### src/rtl/fetch_prefetch_queue.sv
// Instruction fetch stage: issues sequential reads to a synchronous instruction memory,
// buffers returned words in a small prefetch FIFO and presents {instr, pc} to decode.

module fetch_prefetch_queue_chk #(
  parameter int DEPTH = 4,
  parameter int CW    = 3
) (
  input logic          CLK,
  input logic          RST,
  input logic          push,
  input logic          pop,
  input logic          occEmpty,
  input logic          occFull,
  input logic [CW-1:0] count
);
  popFromEmpty: assert property (@(posedge CLK) disable iff (RST)
    !(pop && (count == CW'(0))));

  pushToFull: assert property (@(posedge CLK) disable iff (RST)
    !(push && !pop && (count == CW'(DEPTH))));

  occTracksCount: assert property (@(posedge CLK) disable iff (RST)
    (occEmpty == (count == CW'(0))) && (occFull == (count == CW'(DEPTH))));
endmodule

module fetch_prefetch_queue #(
  parameter int ADDR_W = 12,
  parameter int DATA_W = 16,
  parameter int DEPTH  = 4
) (
  input  logic                   CLK,
  input  logic                   RST,
  output logic [ADDR_W-1:0]      imem_addr,
  output logic                   imem_rd,
  input  logic [DATA_W-1:0]      imem_data,
  output logic [DATA_W-1:0]      dec_instr,
  output logic [ADDR_W-1:0]      dec_pc,
  output logic                   dec_valid,
  input  logic                   dec_ready,
  input  logic                   fetch_hold,
  input  logic                   redirect,
  input  logic [ADDR_W-1:0]      redirect_pc,
  output logic [$clog2(DEPTH):0] q_count
);
  localparam int PW = $clog2(DEPTH);
  localparam int CW = PW + 1;
  localparam int SW = CW + 1;

  typedef enum logic [1:0] {
    OCC_EMPTY   = 2'd0,
    OCC_PARTIAL = 2'd1,
    OCC_FULL    = 2'd2
  } occState_t;

  logic [ADDR_W-1:0] fetchPcR;
  logic [ADDR_W-1:0] inflightPcR;
  logic              inflightR;
  logic [PW-1:0]     headR;
  logic [PW-1:0]     tailR;
  logic [CW-1:0]     countR;
  logic [CW-1:0]     countNextS;
  logic [DATA_W-1:0] instrQ [DEPTH];
  logic [ADDR_W-1:0] pcQ [DEPTH];
  logic              pushS;
  logic              popS;
  logic              issueS;
  logic [SW-1:0]     demandS;
  logic [SW-1:0]     limitS;
  occState_t         occStateR;
  occState_t         occNextS;
  logic              occEmptyS;
  logic              occFullS;

  // Redirect overrides everything: no pop, no push of the returning word, no issue.
  assign dec_valid  = (countR != CW'(0));
  assign popS       = dec_valid & dec_ready & ~redirect;
  assign pushS      = inflightR & ~redirect;
  assign countNextS = countR + CW'(pushS) - CW'(popS);

  // An in-flight read already owns a queue slot, so only issue when one is still free.
  assign demandS = SW'(countR) + SW'(inflightR);
  assign limitS  = SW'(DEPTH) + SW'(popS);
  assign issueS  = ~RST & ~redirect & ~fetch_hold & (demandS < limitS);

  assign imem_rd   = issueS;
  assign imem_addr = fetchPcR;
  assign q_count   = countR;
  assign dec_instr = dec_valid ? instrQ[headR] : {DATA_W{1'b0}};
  assign dec_pc    = dec_valid ? pcQ[headR] : {ADDR_W{1'b0}};

  // Fetch PC and single outstanding read tracking
  always_ff @(posedge CLK or posedge RST) begin
    if (RST) begin
      fetchPcR    <= {ADDR_W{1'b0}};
      inflightR   <= 1'b0;
      inflightPcR <= {ADDR_W{1'b0}};
    end else if (redirect) begin
      fetchPcR  <= redirect_pc;
      inflightR <= 1'b0;
    end else begin
      inflightR <= issueS;
      if (issueS) begin
        inflightPcR <= fetchPcR;
        fetchPcR    <= fetchPcR + ADDR_W'(1);
      end
    end
  end

  // Queue pointers and occupancy
  always_ff @(posedge CLK or posedge RST) begin
    if (RST) begin
      headR  <= {PW{1'b0}};
      tailR  <= {PW{1'b0}};
      countR <= {CW{1'b0}};
    end else if (redirect) begin
      headR  <= {PW{1'b0}};
      tailR  <= {PW{1'b0}};
      countR <= {CW{1'b0}};
    end else begin
      if (pushS) begin
        tailR <= tailR + PW'(1);
      end
      if (popS) begin
        headR <= headR + PW'(1);
      end
      countR <= countNextS;
    end
  end

  // Queue storage; contents are only observed through valid slots
  always_ff @(posedge CLK) begin
    if (pushS) begin
      instrQ[tailR] <= imem_data;
      pcQ[tailR]    <= inflightPcR;
    end
  end

  // Occupancy state register
  always_ff @(posedge CLK or posedge RST) begin
    if (RST) begin
      occStateR <= OCC_EMPTY;
    end else begin
      occStateR <= occNextS;
    end
  end

  // Occupancy next state, following the count held after this edge
  always_comb begin
    occNextS = occStateR;
    if (redirect) begin
      occNextS = OCC_EMPTY;
    end else begin
      case (occStateR)
        OCC_EMPTY: begin
          if (pushS) begin
            occNextS = OCC_PARTIAL;
          end else begin
            occNextS = OCC_EMPTY;
          end
        end
        OCC_PARTIAL: begin
          if (countNextS == CW'(DEPTH)) begin
            occNextS = OCC_FULL;
          end else if (countNextS == CW'(0)) begin
            occNextS = OCC_EMPTY;
          end else begin
            occNextS = OCC_PARTIAL;
          end
        end
        OCC_FULL: begin
          if (countNextS != CW'(DEPTH)) begin
            occNextS = OCC_PARTIAL;
          end else begin
            occNextS = OCC_FULL;
          end
        end
        default: occNextS = OCC_EMPTY;
      endcase
    end
  end

  assign occEmptyS = (occStateR == OCC_EMPTY);
  assign occFullS  = (occStateR == OCC_FULL);

  fetch_prefetch_queue_chk #(
    .DEPTH (DEPTH),
    .CW    (CW)
  ) chk (
    .CLK      (CLK),
    .RST      (RST),
    .push     (pushS),
    .pop      (popS),
    .occEmpty (occEmptyS),
    .occFull  (occFullS),
    .count    (countR)
  );
endmodule

### config.mk
export PLATFORM = sky130hd
export DESIGN_NAME = fetch_prefetch_queue
export DESIGN_NICKNAME = d
export VERILOG_FILES = /design/src/rtl/fetch_prefetch_queue.sv
export SDC_FILE = /design/constraint.sdc
export NUM_CORES = 1
export LEC_CHECK = 0
export BUFFER_PORTS_ARGS = -buffer_cell sky130_fd_sc_hd__buf_2
export CORE_MARGIN = 1
export CORE_UTILIZATION = 62
export CTS_BUF_LIST = sky130_fd_sc_hd__clkbuf_16
export DETAILED_ROUTE_END_ITERATION = 8
export MAX_ROUTING_LAYER = met4
export PLACE_DENSITY = 0.93
export SLEW_MARGIN = 30
export SYNTH_ARGS = -nofsm -noshare
export SYNTH_HDL_FRONTEND = slang
export SYNTH_SLANG_ARGS = --single-unit
### constraint.sdc
create_clock -name CLK -period 4.8 [get_ports CLK]
set_input_delay 0.72 -clock CLK [delete_from_list [all_inputs] [get_ports CLK]]
set_output_delay 0.72 -clock CLK [all_outputs]
set_load 0.05 [all_outputs]
==> metrics.md <==
| Metric | Value |
|---|---|
| H-tree Lvls | 4 |
| Core area | 0.00924 sq mm |
| Final hold vios | 0 |
| Largest cells by area after synthesis | edfxtp_1 57%, dfrtp_1 14%, mux4_2 11% |
| Rows | 35 |
| Post-Syn Instances | 339 |
| Post-CTS setup buffers | 0 |
| Design Power | 3990 uW |
| Fin. max-slew vios | 0 |
| Worst Skew | 8.95 ps |
| Antenna violation net count after detailed routing | 0 |
| Drc violations | 0 |
| Vias | 3361 |
| Synth cell types | 36 |
| Final instance area | 0.00704 sq mm |
| TritonCTS clock tree | built |
| Total GRT Usage | about 26% |
| Global route total overflow | 0 |
| Drt pass-1 iters | 4 |
| Post-route minimum period | 3400 ps |
| Worst Max-Slew Pin Slew | around 900 ps |
| Die area | roughly 0.0099 sq mm |
| Synth area leader | edfxtp_1 |
| Vias/cell | 5.94 |
| RSZ-0062 raised after global routing | false |
| Max rail drop VDD | 259 uV |
| Most common cell in the synthesized netlist | edfxtp_1 |
| Vias in the first global route | 3438 |
| Relative slew slack | between 40 and 50% |
| Worst skew pair latency | 410 ps |
| Clk pin slew, worst setup/hold paths | 60 ps |
| Yosys Warn Count | 0 |
| PwrDens | 566 mW/mm^2 |
| Top-area cell type share of the netlist area | 56.8% |
| Setup violators final | 0 |
| Predominant post-synthesis flop cell | edfxtp_1 |
| #FFs+latches synth | 144 |
| CTS root buffer | clkbuf_16 |
| Setup TNS | 0 ps |
| DR WL/cell | 20.0 microns |
| Die extent in x | 99.7 microns |
| Mapped Nets | 383 |
| Placer Congestion | 0.829 |
| Hold Slack | 250 ps |
| Cell Area, Synth | 0.00592 sq mm |
| Diode count | 0 |
| Post-synthesis sequential area ratio | 70.3% |
| Reg2Reg Setup Slack | 2160 ps |
| Max Fclk | 294 MHz |
| Setup CP Type | reg -> out |
| Number of synthesized flops with an enable pin | 112 |
| Fraction of registers with async set/reset | 22.2% |
| Worst EP arrival | 2680 ps |
| 1st-iter DRT viols | around 220 |
| Clock buffer depth | 2 |
| Worst Path Max Fanout | 7 |
| Maxcap violations | 0 |
| Final net count | 468 |
| IO Count | 78 |
| Endpoint class of the critical path | output pin |
| Critical path startpoint category | flip-flop |
| Largest net degree at the start of global routing | 31 |
| Final period util | 70.8% |
| Hold Path Class | in -> async |
| Area of placed instances | 0.00644 sq mm |
| Most frequent cells after synthesis | 112 x edfxtp_1, 32 x and2_1, 32 x dfrtp_1, 28 x mux4_2, 17 x nor2_1 |
| Clk sinks | about 140 |
| Syn-to-layout area delta | 19.0% |
| Die Ht | 99.7 microns |
| Port Buf Inserts | 77 |
| Worst Path Required | about 4100 ps |
| CTS Buf Count | 17 |
| Post-Route WL | 11300 microns |
| Pleak | about 0.0026 uW |
| First-pass GRT wire length | 17700 microns |
| Run status | finished clean |
| Resized cells post-CTS | 0 |
| Avg Cell Area, Syn | 17.5 sq um |
| Hold_buf cts | 0 |
| Starting density of the core | around 64% |
| Initial antenna violation count | 0 |
| Fraction of layout cells with a size suffix above 1 | 33.6% |
| Final HPWL DP | 6770 microns |
==> cell usage in the layout (no fill, tap or decap), types with 3 or more instances in the layout <==
master,count
clkinv_2,4
or4_1,9
inv_1,12
a31oi_1,9
dfrtp_1,31
mux2_1,8
nand3_1,8
nor2_1,17
nand2_1,6
edfxtp_1,112
and2_1,32
mux2_2,4
buf_2,77
and3_1,3
clkbuf_16,17
o31ai_1,9
ha_1,10
xor2_1,3
mux4_2,28
o211ai_1,3
buf_4,6
bufinv_16,4
==> critical path: stages, from the launching register on <==
cell	delay (ps)
dfrtp_1	440
ha_1	270
ha_1	330
o41ai_2	530
nand3_2	310
inv_1	120
buf_2	260
==> metrics by stage <==
stage                     util [%]  worst slack (ps)  std cells
final                         76.2              1400        566
after floorplan                  -              1850        339
after global placement        69.7              2010        534
after CTS                     76.2              1400        566
after global routing          76.2              1320        566
after detailed placement      69.7              1910        534
==> layout make-up <==
cell class	count	area, sq um
flip-flops and latches	144	4170
fillers	515	2200
multi-input cells	167	1640
repair buffers	83	430
clock buffers	17	425
clock inverters	15	179
well taps	129	161
inverters	11	41.3
==> layer usage <==
layer	global-route usage (%)	share of wire (%)
met5	-	0
met4	9.50	1.0
met3	7.45	6.6
met2	42.0	53
met1	31.2	40
==> report_power, final <==
group          internal, uW  total (uW)  switching, uW  leakage, uW
Clock                   857        1330            476     0.000300
Combinational           322        1030            703     0.000952
Sequential             1480        1630            152      0.00139
==> sequential cells by signal, summed over array words and instances, names as in the netlist <==
name and cells:
imem_addr 12, headR 2, pcQ 48, q_count 3, instrQ 64, tailR 2, inflightPcR 12, inflightR 1
==> cell families (layout without fill, tap and decap cells) <==
logic type,Yosys count,after routing,synth area share (%)
simple gates,83,83,7.92
buf+inv,28,126,2.01
flops,144,144,70.3
compound gates,27,27,3.46
fa+ha+maj,11,11,2.45
xor+xnor,5,5,0.740
mux,41,41,13.1
==> path summary, 6_finish.rpt <==
kind | startpoint | endpoint | depth (start not counted)
hold / removal | RST | q_count[2] | 2
hold reg to reg | inflightPcR[10] | pcQ[1][10] | 0
setup / recovery | q_count[0] | imem_rd | 6
setup reg to reg | q_count[0] | inflightPcR[3] | 6
max in group asynchronous | RST | headR[0] | 3
min in group CLK | imem_data[8] | instrQ[1][8] | 1
Note: power is estimated with default switching activity, not from simulation.
